--- src/rtl/serial_paralelo_phy_rx_sync_if.sv ---
// Purpose: bundles the serial input and parallel-side outputs of the rx sync block.
// Ports:   data_in (serial bit, MSB first), data_out (payload word), valid_out (strobe),
//          active (link locked). master = line/consumer side, slave = receiver.
interface serial_paralelo_phy_rx_sync_if #(
  parameter int WIDTH = 8
);
  logic             data_in;
  logic [WIDTH-1:0] data_out;
  logic             valid_out;
  logic             active;

  modport master (
    output data_in,
    input  data_out,
    input  valid_out,
    input  active
  );

  modport slave (
    input  data_in,
    output data_out,
    output valid_out,
    output active
  );
endinterface

--- src/rtl/serial_paralelo_phy_rx_sync.sv ---
// Purpose: serial-to-parallel receiver that hunts bit-by-bit for COM and locks after
//          LOCK_COUNT aligned COM words; presents only non-COM payload words.
// Latency: data_out/valid_out update on the edge sampling a word's last bit (0 cycles).
// Backpressure: none; the serial line cannot be stalled, valid_out is a 1-cycle strobe.
// Ports:   clk_32f (bit clock), reset_L (async active-low), rx (slave modport: data_in,
//          data_out, valid_out, active).
module serial_paralelo_phy_rx_sync #(
  parameter int               WIDTH      = 8,
  parameter logic [WIDTH-1:0] COM        = 8'hBC,
  parameter int               LOCK_COUNT = 4
) (
  input  logic                          clk_32f,
  input  logic                          reset_L,
  serial_paralelo_phy_rx_sync_if.slave  rx
);

  localparam int BW = $clog2(WIDTH);
  localparam int CW = $clog2(LOCK_COUNT + 1);
  localparam logic [BW-1:0] BCNT_LAST = BW'(WIDTH - 1);
  localparam logic [CW-1:0] CCNT_LAST = CW'(LOCK_COUNT);

  typedef enum logic [1:0] {
    SEARCH  = 2'd0,
    LOCKING = 2'd1,
    ACTIVE  = 2'd2
  } state_t;

  state_t           state_q, state_d;
  logic [WIDTH-2:0] sr_q, sr_d;
  logic [BW-1:0]    bcnt_q, bcnt_d;
  logic [CW-1:0]    ccnt_q, ccnt_d;
  logic [WIDTH-1:0] data_q, data_d;
  logic             valid_q, valid_d;
  logic             active_q, active_d;

  logic [WIDTH-1:0] word;
  logic             boundary;
  logic             is_com;

  always_comb begin
    // The current bit completes the candidate word on this very edge.
    word     = {sr_q, rx.data_in};
    boundary = (bcnt_q == BCNT_LAST);
    is_com   = (word == COM);

    state_d  = state_q;
    sr_d     = word[WIDTH-2:0];
    bcnt_d   = boundary ? '0 : bcnt_q + BW'(1);
    ccnt_d   = ccnt_q;
    data_d   = data_q;
    valid_d  = 1'b0;

    case (state_q)
      SEARCH: begin
        // Any bit position may be a boundary; a hit re-phases the bit counter so
        // the next boundary falls exactly WIDTH bits later.
        if (is_com) begin
          bcnt_d  = '0;
          ccnt_d  = CW'(1);
          state_d = (LOCK_COUNT == 1) ? ACTIVE : LOCKING;
        end
      end
      LOCKING: begin
        if (boundary) begin
          if (is_com) begin
            ccnt_d = ccnt_q + CW'(1);
            if (ccnt_d == CCNT_LAST) begin
              state_d = ACTIVE;
            end
          end else begin
            // Candidate was a false comma; resume hunting from the next bit.
            ccnt_d  = '0;
            state_d = SEARCH;
          end
        end
      end
      ACTIVE: begin
        // COM words are fill; only payload words are forwarded.
        if (boundary && !is_com) begin
          data_d  = word;
          valid_d = 1'b1;
        end
      end
      default: begin
        state_d = SEARCH;
      end
    endcase

    active_d = (state_d == ACTIVE);
  end

  always_ff @(posedge clk_32f or negedge reset_L) begin
    if (!reset_L) begin
      state_q  <= SEARCH;
      sr_q     <= '0;
      bcnt_q   <= '0;
      ccnt_q   <= '0;
      data_q   <= '0;
      valid_q  <= 1'b0;
      active_q <= 1'b0;
    end else begin
      state_q  <= state_d;
      sr_q     <= sr_d;
      bcnt_q   <= bcnt_d;
      ccnt_q   <= ccnt_d;
      data_q   <= data_d;
      valid_q  <= valid_d;
      active_q <= active_d;
    end
  end

  assign rx.data_out  = data_q;
  assign rx.valid_out = valid_q;
  assign rx.active    = active_q;

endmodule

--- src/flat_wrapper.sv ---
// flat-port wrapper written by rule: the top's interface ports become plain ports
module serial_paralelo_phy_rx_sync_flat 
#(
  parameter int               WIDTH      = 8,
  parameter logic [WIDTH-1:0] COM        = 8'hBC,
  parameter int               LOCK_COUNT = 4
)
  (clk_32f, reset_L, rx_data_in, rx_data_out, rx_valid_out, rx_active);
  serial_paralelo_phy_rx_sync_if #(.WIDTH(WIDTH)) rx_i ();
  input  logic clk_32f;
  input  logic reset_L;
  input wire logic [$bits(rx_i.data_in)-1:0] rx_data_in;
  output wire logic [$bits(rx_i.data_out)-1:0] rx_data_out;
  output wire logic [$bits(rx_i.valid_out)-1:0] rx_valid_out;
  output wire logic [$bits(rx_i.active)-1:0] rx_active;
  assign rx_i.data_in = rx_data_in;
  assign rx_data_out = rx_i.data_out;
  assign rx_valid_out = rx_i.valid_out;
  assign rx_active = rx_i.active;
  serial_paralelo_phy_rx_sync #(.WIDTH(WIDTH), .COM(COM), .LOCK_COUNT(LOCK_COUNT)) u_core (.clk_32f(clk_32f), .reset_L(reset_L), .rx(rx_i));
endmodule
--- config.mk ---
export PLATFORM = sky130hd
export DESIGN_NAME = serial_paralelo_phy_rx_sync_flat
export DESIGN_NICKNAME = d
export VERILOG_FILES = /design/src/rtl/serial_paralelo_phy_rx_sync_if.sv /design/src/rtl/serial_paralelo_phy_rx_sync.sv /design/src/flat_wrapper.sv
export SDC_FILE = /design/constraint.sdc
export NUM_CORES = 1
export LEC_CHECK = 0
export CORE_AREA = 2 2 48 50
export DETAILED_ROUTE_END_ITERATION = 8
export DIE_AREA = 0 0 50 52
export GPL_TIMING_DRIVEN = 1
export PLACE_DENSITY = 0.69
export REMOVE_ABC_BUFFERS = 1
export SYNTH_ARGS = -nofsm -noshare
export SYNTH_HDL_FRONTEND = slang
export SYNTH_SLANG_ARGS = --single-unit
--- constraint.sdc ---
create_clock -name clk_32f -period 2.14 [get_ports clk_32f]
set_input_delay 0.214 -clock clk_32f [delete_from_list [all_inputs] [get_ports clk_32f]]
set_output_delay 0.214 -clock clk_32f [all_outputs]
set_load 0.005 [all_outputs]
==> metrics.txt <==
CP max FO 11; path type of the worst min-delay path input port to asynchronous set/reset pin; number of global-route vias before repair 657; antenna fix cells 0; critical path data required time 2.35 ns; most used cells in the layout excluding fill and tap cells sky130_fd_sc_hd__dfrtp_1 (25), sky130_fd_sc_hd__clkdlybuf4s50_1 (12), sky130_fd_sc_hd__mux2_2 (8), sky130_fd_sc_hd__o21ai_0 (6); register bit total from synthesis 25; routability-driven placement congestion ratio 0.7465; final setup fails 0; Clock Root Buffer sky130_fd_sc_hd__clkbuf_4; maximum level of the CTS H-tree 1; routed wire length on met3 43 microns; Netlist cell types 29; Async S/R FF share, synth 1.000; final standard cell count with taps included and fillers excluded 121; CTS clk-pin slew, worst paths 0.14 ns; status complete, no violations; met2 WL 855 microns; Die Ht 52 microns; post-synthesis share of cell area spent on full adders, half adders and majority gates 0.04825; final number of max-transition violations 0; clock network latency to the later pin of the worst-skew pair 0.31 ns; Post-synth top flop sky130_fd_sc_hd__dfrtp_1; ratio of cells with drive above 1 in the final layout 0.1935; Worst Path Class, Setup register to register; skew final 0.001402 ns; number of sinks driven by the clock tree 25; most frequent standard cell in the layout excluding fill and tap cells sky130_fd_sc_hd__dfrtp_1; average via count per standard cell 5.347; sequence of cells on the critical path nand2b_1 -> a211oi_4 -> buf_4 -> mux2_2; parity-gate share of the synthesized area counting xor and xnor cells 0.008444; placed cell count 117; Post-synth EDFFs 0; clock tree from TritonCTS yes; DRC Markers 0; WP data arrival 1.88 ns; smallest hold slack 0.2422 ns; static leakage power 0.4911 nW; number of buffers on the longest clock path 2; overall global routing resource usage 0.1527; total via count after detailed routing 647; Worst VDD drop 0.0005022 V; effective utilization at floorplan 0.4926; number of search-and-repair iterations in the first detailed-routing pass 4; power density over the cells 602.4 nW/um^2; area fraction in compound gates after synthesis 0.1086; simple-gate share of the synthesized area 0.1339; worst-margin pin slew 0.3216 ns; count of instances resized after the clock tree is built 0; top achievable clock speed 599.2 MHz; number of warnings issued by yosys 0; top routing layer in use met4; number of buffers inserted during clock tree synthesis 3; number of routed nets with antenna violations 0; post-synthesis sequential area ratio 0.6031; count of final hold-check violations 0; Net count, final 101; total congestion overflow 0; wire length of the first global-routing pass 2.946 mm; post-detailed-routing wire length 1.726 mm; hold-fix buffers at CTS 0; sum of routed wire segments on met1 812 microns; max-capacitance violation count 0; initial antenna violation count 0; period utilisation layout 0.7799; placed wire-length estimate 1.194 mm; Total Negative Setup Slacks 0 ns; min Tclk post-route 1.669 ns; sort of element at the end of the critical path register; Core Region 2106 sq um; number of buffers and inverters on the critical path 1; final core utilization 0.5900; setup repair after global routing missed its margin false; maximum number of pins on one net before global-route repair 26; count of port buffers added during placement 12; first-iteration detailed-routing DRC count 13; area of the die 2600 sq um; share of synthesized area spent on multiplexers 0.08685; Slew HR 0.7856; wire per inst 14.26 microns; Area Growth Syn to Fin 19.78%; startpoint type of the worst setup path register; num ports 13; dominant combinational cell family by area after synthesis simple AND/OR/NAND/NOR gates; family with the most delay on the worst path flip-flops; slowest stage delay, CP 0.52 ns; Critical-path top delay cell sky130_fd_sc_hd__dfrtp_1; syn avg cell area 13.83 sq um; width of the chip 50 microns; area of the mapped netlist 1037 sq um; cell row count 17; gate count after technology mapping 75; post-CTS setup buffer count 0
==> logic make-up after synthesis <==
| group | count (synthesis) |
|---|---|
| AO/OA/AOI/OAI | 15 |
| adder cells (fa/ha/maj) | 4 |
| flip-flops | 25 |
| XOR/XNOR | 1 |
| multiplexers | 8 |
| buffers and inverters | 3 |
| AND/OR/NAND/NOR | 19 |
==> cell usage after synthesis, drive strengths merged, types with 2 or more instances <==
library cell | count | area share
mux2 | 8 | 0.087
ha | 4 | 0.048
dfrtp | 25 | 0.60
o31ai | 2 | 0.014
o31a | 2 | 0.017
o21ai | 6 | 0.029
clkbuf | 2 | 0.0072
nor2b | 4 | 0.024
nand3 | 2 | 0.0097
==> worst reg2reg max path, stage by stage (launching register included) <==
cell and delay [ns]:
sky130_fd_sc_hd__dfrtp_1 0.52, sky130_fd_sc_hd__nand2b_1 0.28, sky130_fd_sc_hd__a211oi_4 0.23, sky130_fd_sc_hd__buf_4 0.20, sky130_fd_sc_hd__mux2_2 0.35
==> where the power goes <==
part | internal (W) | total [W] | leakage [nW] | switching (W)
Sequential | 0.000487 | 0.000497 | 0.289 | 0.00000995
Clock | 0.0000698 | 0.000208 | 0.0177 | 0.000138
Combinational | 0.0000261 | 0.0000436 | 0.184 | 0.0000175
Total | 0.000583 | 0.000748 | 0.491 | 0.000166
==> through the flow <==
step	setup WS [ns]	total power, W	instance area [sq um]
after detailed placement	0.2397	0.0005507	1215
after floorplan	0.5233	0.0005165	1030
after global routing	0.4046	0.0007759	1242
final	0.4711	0.0007484	1242
after global placement	0.2773	0.0005501	1215
after CTS	0.4549	0.0007523	1242
==> area by class of cell <==
class	count	area [sq um]
multi-input cells	47	400.4
clock inverters	1	5.005
flip-flops and latches	25	625.6
clock buffers	3	22.52
well taps	28	35.03
repair buffers	16	150.1
inverters	1	3.754
fillers	160	863.3
==> registers in the layout, summed over array words and instances (netlist names) <==
name / count
u_core.rx.active: 1
u_core.bcnt_q: 3
u_core.state_q: 2
u_core.rx.valid_out: 1
u_core.sr_q: 7
u_core.rx.data_out: 8
u_core.ccnt_q: 3
==> path summary, 6_finish.rpt <==
kind | start | endpoint | slack, ns | cells past startpoint
max | u_core.state_q[0] | u_core.rx.data_out[3] | 0.47 | 4
min | reset_L | u_core.rx.active | 0.24 | 2
max reg2reg | u_core.state_q[0] | u_core.rx.data_out[3] | 0.47 | 4
min reg2reg | u_core.sr_q[5] | u_core.sr_q[6] | 0.43 | 0
max in group asynchronous | reset_L | u_core.sr_q[3] | 1.66 | 2
min in group clk_32f | rx_data_in | u_core.sr_q[0] | 0.40 | 1
==> layer usage <==
metal  vias to the layer above  global-route usage
met4                         0             0.05556
li1                        316                   -
met1                       318              0.2141
met2                        11              0.2456
met3                         2             0.01724
met5                         -                   0
(Power assumes the default switching activity.)
